File: config.mk
export PLATFORM = sky130hd
export DESIGN_NAME = vga_sync_generator
export DESIGN_NICKNAME = d
export VERILOG_FILES = /design/src/rtl/vga_timing_pkg.sv /design/src/rtl/vga_phase_counter.sv /design/src/rtl/vga_sync_generator.sv
export SDC_FILE = /design/constraint.sdc
export NUM_CORES = 1
export LEC_CHECK = 0
export ABC_AREA = 1
export BUFFER_PORTS_ARGS = -buffer_cell sky130_fd_sc_hd__buf_4
export CAP_MARGIN = 40
export CORE_UTILIZATION = 45
export CTS_CLUSTER_DIAMETER = 120
export DETAILED_ROUTE_END_ITERATION = 8
export MAX_ROUTING_LAYER = met4
export PLACE_DENSITY_LB_ADDON = 0.2
export SYNTH_ARGS = -nofsm -noshare
export SYNTH_HDL_FRONTEND = slang
export SYNTH_SLANG_ARGS = --single-unit
File: constraint.sdc
create_clock -name clock -period 1.6 [get_ports clock]
set_input_delay 0.08 -clock clock [delete_from_list [all_inputs] [get_ports clock]]
set_output_delay 0.08 -clock clock [all_outputs]
set_load 0.02 [all_outputs]
File: src/rtl/vga_timing_pkg.sv
// Shared phase encoding and default 640x480@60 timing constants for the VGA sync path.
package vga_timing_pkg;

  typedef enum logic [1:0] {
    PH_ACT,
    PH_FP,
    PH_SY,
    PH_BP
  } phase_e;

  localparam int POS_W      = 10;
  localparam int CELL_WIDTH = 8;
  localparam int CELL_BITS  = 3;

  localparam int H_ACTIVE_DEF = 640;
  localparam int H_FRONT_DEF  = 16;
  localparam int H_SYNC_DEF   = 96;
  localparam int H_BACK_DEF   = 48;
  localparam int V_ACTIVE_DEF = 480;
  localparam int V_FRONT_DEF  = 10;
  localparam int V_SYNC_DEF   = 2;
  localparam int V_BACK_DEF   = 33;

endpackage

File: src/rtl/vga_phase_counter.sv
// Position counter plus ACT/FP/SY/BP phase FSM; used once per axis.
module vga_phase_counter
  import vga_timing_pkg::*;
#(
  parameter int ACT_LEN = 640,
  parameter int FP_LEN  = 16,
  parameter int SY_LEN  = 96,
  parameter int BP_LEN  = 48
) (
  input  logic             clock,
  input  logic             reset_n,
  input  logic             advance,
  output logic [POS_W-1:0] position,
  output phase_e           phase,
  output logic             wrap
);

  // Last position of each phase; BP ends on the wrap position.
  localparam logic [POS_W-1:0] ACT_END = POS_W'(ACT_LEN - 1);
  localparam logic [POS_W-1:0] FP_END  = POS_W'(ACT_LEN + FP_LEN - 1);
  localparam logic [POS_W-1:0] SY_END  = POS_W'(ACT_LEN + FP_LEN + SY_LEN - 1);
  localparam logic [POS_W-1:0] TOT_END = POS_W'(ACT_LEN + FP_LEN + SY_LEN + BP_LEN - 1);

  logic [POS_W-1:0] pos_q, pos_d;
  phase_e           phase_q, phase_d;

  always_ff @(posedge clock or negedge reset_n) begin
    if (!reset_n) begin
      pos_q   <= '0;
      phase_q <= PH_ACT;
    end else begin
      pos_q   <= pos_d;
      phase_q <= phase_d;
    end
  end

  always_comb begin
    wrap    = (pos_q == TOT_END);
    pos_d   = pos_q;
    phase_d = phase_q;
    if (advance) begin
      pos_d = wrap ? '0 : pos_q + 1'b1;
      case (phase_q)
        PH_ACT: if (pos_q == ACT_END) phase_d = PH_FP;
        PH_FP:  if (pos_q == FP_END)  phase_d = PH_SY;
        PH_SY:  if (pos_q == SY_END)  phase_d = PH_BP;
        PH_BP:  if (wrap)             phase_d = PH_ACT;
      endcase
    end
  end

  assign position = pos_q;
  assign phase    = phase_q;

endmodule

File: src/rtl/vga_sync_generator.sv
// VGA HSYNC/VSYNC, cell pixel count and raster position, all registered one cycle after the counters.
// Optional macro VGA_PIXEL_CE_EN adds a pixel_ce clock-enable input.
module vga_sync_generator
  import vga_timing_pkg::*;
#(
  parameter int H_ACTIVE = H_ACTIVE_DEF,
  parameter int H_FRONT  = H_FRONT_DEF,
  parameter int H_SYNC   = H_SYNC_DEF,
  parameter int H_BACK   = H_BACK_DEF,
  parameter int V_ACTIVE = V_ACTIVE_DEF,
  parameter int V_FRONT  = V_FRONT_DEF,
  parameter int V_SYNC   = V_SYNC_DEF,
  parameter int V_BACK   = V_BACK_DEF
) (
  input  logic             clock,
  input  logic             reset_n,
`ifdef VGA_PIXEL_CE_EN
  input  logic             pixel_ce,
`endif
  output logic             HSYNC,
  output logic             VSYNC,
  output logic [2:0]       count,
  output logic             display_enable,
  output logic [9:0]       pixel_x,
  output logic [9:0]       pixel_y,
  output logic             frame_start
);

  logic ce;
`ifdef VGA_PIXEL_CE_EN
  assign ce = pixel_ce;
`else
  assign ce = 1'b1;
`endif

  logic [POS_W-1:0] h_pos, v_pos;
  phase_e           h_phase, v_phase;
  logic             h_wrap, unused_v_wrap;

  vga_phase_counter #(
    .ACT_LEN(H_ACTIVE), .FP_LEN(H_FRONT), .SY_LEN(H_SYNC), .BP_LEN(H_BACK)
  ) u_h (
    .clock(clock), .reset_n(reset_n), .advance(ce),
    .position(h_pos), .phase(h_phase), .wrap(h_wrap)
  );

  vga_phase_counter #(
    .ACT_LEN(V_ACTIVE), .FP_LEN(V_FRONT), .SY_LEN(V_SYNC), .BP_LEN(V_BACK)
  ) u_v (
    .clock(clock), .reset_n(reset_n), .advance(ce & h_wrap),
    .position(v_pos), .phase(v_phase), .wrap(unused_v_wrap)
  );

  logic             hsync_q, hsync_d, vsync_q, vsync_d, de_q, de_d, fs_q, fs_d;
  logic [2:0]       count_q, count_d;
  logic [POS_W-1:0] px_q, px_d, py_q, py_d;

  // frame_start is a single-clock pulse even when pixel_ce stretches the other outputs.
  always_comb begin
    hsync_d = hsync_q;
    vsync_d = vsync_q;
    de_d    = de_q;
    count_d = count_q;
    px_d    = px_q;
    py_d    = py_q;
    fs_d    = 1'b0;
    if (ce) begin
      hsync_d = (h_phase != PH_SY);
      vsync_d = (v_phase != PH_SY);
      de_d    = (h_phase == PH_ACT) && (v_phase == PH_ACT);
      count_d = de_d ? h_pos[CELL_BITS-1:0] : '0;
      px_d    = h_pos;
      py_d    = v_pos;
      fs_d    = (h_pos == '0) && (v_pos == '0);
    end
  end

  always_ff @(posedge clock or negedge reset_n) begin
    if (!reset_n) begin
      hsync_q <= 1'b1;
      vsync_q <= 1'b1;
      de_q    <= 1'b0;
      count_q <= '0;
      px_q    <= '0;
      py_q    <= '0;
      fs_q    <= 1'b0;
    end else begin
      hsync_q <= hsync_d;
      vsync_q <= vsync_d;
      de_q    <= de_d;
      count_q <= count_d;
      px_q    <= px_d;
      py_q    <= py_d;
      fs_q    <= fs_d;
    end
  end

  assign HSYNC          = hsync_q;
  assign VSYNC          = vsync_q;
  assign count          = count_q;
  assign display_enable = de_q;
  assign pixel_x        = px_q;
  assign pixel_y        = py_q;
  assign frame_start    = fs_q;

endmodule

==> impl_metrics.json <==
{
  "irDropWorstVdd_mv": 0.403,
  "clkSlewWorstSetupHoldPaths_ns": 0.09,
  "grt_max_degree": 52,
  "maxCapViolations": 0,
  "p_sw_w": 0.000438,
  "hp-class": "primary input to async pin",
  "ff2ff_path_depth": 8,
  "cp-start-kind": "flip-flop",
  "syn_nets": 259,
  "yosys_warnings": 0,
  "ios": 29,
  "synthArstFlopShare_pct": 100,
  "cts_root_buf": "clkbuf_8",
  "startpoint": "u_v.position[1]$_DFFE_PN0N_",
  "critPathMaxFanout": 4,
  "cp.required_ns": 1.79,
  "cts_buffer_depth": 2,
  "synth_area_um2": 2320,
  "clock_skew_ns": 0.00808,
  "rsz0062_at_grt": "true",
  "slowest_delay_ns": 0.43,
  "crit_path_cell_trace": "inv_2 > ha_4 > nand2_4 > nor2_4 > nand3_2 > buf_4 > nor2_1 > nor3b_2",
  "placed_cells": 348,
  "drive_gt1_share_pct": 29.8,
  "netlist_top_cells_count": "dfrtp_1 (49), nand2_1 (49), inv_1 (33)",
  "finalMaxSlewViolations": 0,
  "grt_pass1_wl_um": 7550,
  "antenna_found_initial": 0,
  "num_antenna_cells": 0,
  "power-per-cell-area_nw_per_um2": 749,
  "cts_buffers": 5,
  "post-route-util_pct": 61.5,
  "period_needed_ns": 1.52,
  "stdcell_count": 369,
  "yosysTopAreaCell": "dfrtp_1",
  "synth_top_area_share_pct": 52.8,
  "synth_edf_count": 0,
  "tightest_slew_ns": 0.627,
  "hold_viol": 0,
  "power_frac_seq_pct": 57.6,
  "wl_um": 4500,
  "syn_area_per_cell_um2": 9.52,
  "grt_pass1_vias": 1675,
  "layout.nets": 316,
  "p_leak_nw": 1.53,
  "ys_ff_latch": 51,
  "track_usage_pct": 18.9,
  "route.detailed.drc": 0,
  "area_growth_pct": 28.4,
  "clkPwrFrac_pct": 41.2,
  "port_buffers": 28,
  "drtPass1Iterations": 5,
  "status": "finished, final reports clean",
  "fp.dieW_um": 73.8,
  "htreeDepth": 2,
  "drt_iter0_drc": 71,
  "syn_inst": 244,
  "gp_congestion": 0.891,
  "wl_per_cell_um": 12.2,
  "die_y_um": 73.8,
  "synth_area_leaders": "dfrtp_1 (53%), nand2_1 (7.9%), ha_1 (7.0%), inv_1 (5.3%), nand3_1 (3.2%)",
  "initial_core_util_pct": 47.9,
  "critPathArrivalTime_ns": 1.71,
  "setup_violations": 0,
  "timing.fmax_mhz": 659,
  "yosysSeqAreaShare_pct": 55.1,
  "ys.flop_type": "dfrtp_1",
  "r2r-start": "u_v.position[1]$_DFFE_PN0N_",
  "intPower_w": 0.00180,
  "cts_tree": "built",
  "grt_overflow": 0,
  "rows": 25,
  "slowest_stage": "dfrtp_1",
  "num_vias": 1790,
  "die_area_um2": 5450,
  "dp_hpwl_um": 3050,
  "swShare_pct": 19.6,
  "clock-sinks": 51,
  "endpoint_kind": "flip-flop",
  "core_area_um2": 4850,
  "clk_latency_ns": 0.30,
  "ys_types": 32,
  "avgViaCountPerCell": 4.85,
  "crit_type": "flip-flop to flip-flop",
  "final_antenna_net_count": 0,
  "slew_headroom_pct": 58.2,
  "combPwrFrac_pct": 1.2,
  "fin_crit_sh_pct": 94.8
}
==> placed cells by master (no fill, tap or decap), types with 2 or more instances in the layout <==
cell and count:
inv_1 31, nand2_1 46, nor3_1 8, xor2_1 5, a21oi_1 3, or2_2 2, nand2_2 2, nand3_2 3
nand4_1 5, o21ai_0 5, dfstp_2 2, nor2_2 3, ha_1 11, nor2_4 3, ha_4 2, nor3b_2 2
inv_2 4, buf_4 51, o21bai_1 2, nand2_4 2, clkbuf_8 6, nand3_1 13, dfrtp_1 49, o21ai_1 10
nor2_1 18
==> cell type report <==
class,count,area (µm²)
Fill cell,418,1870
Sequential cell,51,1280
Multi-Input combinational cell,153,955
Timing Repair Buffer,53,404
Inverter,37,144
Tap cell,67,83.8
Clock buffer,6,82.6
Clock inverter,2,35.0
==> power groups by stage <==
stage                     Sequential, W  Combinational, W  Clock, W
after floorplan                 0.00131    0.000000000504         0
after global placement          0.00131         0.0000270         0
after detailed placement        0.00131         0.0000270         0
after CTS                       0.00129         0.0000293  0.000939
after global routing            0.00129         0.0000339  0.000976
final                           0.00129         0.0000269  0.000921
==> stage by stage <==
step                      area [µm²]  worst slack (ns)  total power, W  hold slack (ns)  TNS (ns)
after floorplan                 2320             0.116         0.00131           -0.216         0
after global placement          2680            0.0417         0.00134            0.143         0
after detailed placement        2680          -0.00124         0.00134            0.142  -0.00124
after CTS                       2810           0.00467         0.00226            0.363         0
after global routing            2980           -0.0355         0.00230            0.425   -0.0892
final                           2980            0.0828         0.00224            0.334         0
==> state kept, by name, summed over array words and instances, names as in the netlist <==
name / count
display_enable: 1
count: 3
u_h.phase: 2
u_v.phase: 2
VSYNC: 1
pixel_y: 10
frame_start: 1
u_h.position: 10
pixel_x: 10
HSYNC: 1
u_v.position: 10
==> worst max-delay path, delay by kind of cell, from the launching register on <==
| family | cells | cell delay [ns] |
|---|---|---|
| fa+ha+maj | 1 | 0.15 |
| flops | 1 | 0.43 |
| buf+inv | 2 | 0.27 |
| simple gates | 5 | 0.56 |
==> layer usage <==
layer | global-route usage, % | wire (µm) | up-vias
met1 | 25.8 | 2220 | 838
li1 | - | - | 893
met4 | 7.91 | 77 | 0
met3 | 4.80 | 216 | 7
met2 | 26.8 | 1990 | 52
met5 | - | 0 | -
==> what timing repair did <==
item | CTS | global route
resized for setup | 2 | 20
hold buffers | 1 | 0
buffers inserted | 0 | 12
hold endpoints to repair | 49 | 0
pin swaps | 0 | 11
setup endpoints to repair | 3 | 13
==> kinds of logic after synthesis <==
family | share of synthesized area (%)
buffers and inverters | 7.17
AOI/OAI and AO/OA | 5.39
xor gates and xnor gates | 2.26
and+or+nand+nor | 23.1
DFF | 55.1
adders and majority gates | 7.00
==> final timing paths <==
kind / endpoint / slack, ns
min in group clock: pixel_x[9]$_DFF_PN0_ / 0.44
max in group asynchronous: pixel_y[4]$_DFF_PN0_ / 0.84
min reg2reg: pixel_x[9]$_DFF_PN0_ / 0.44
min: u_h.position[3]$_DFF_PN0_ / 0.33
max: u_v.position[3]$_DFFE_PN0N_ / 0.08
max reg2reg: u_v.position[3]$_DFFE_PN0N_ / 0.08
(Power assumes the default switching activity.)
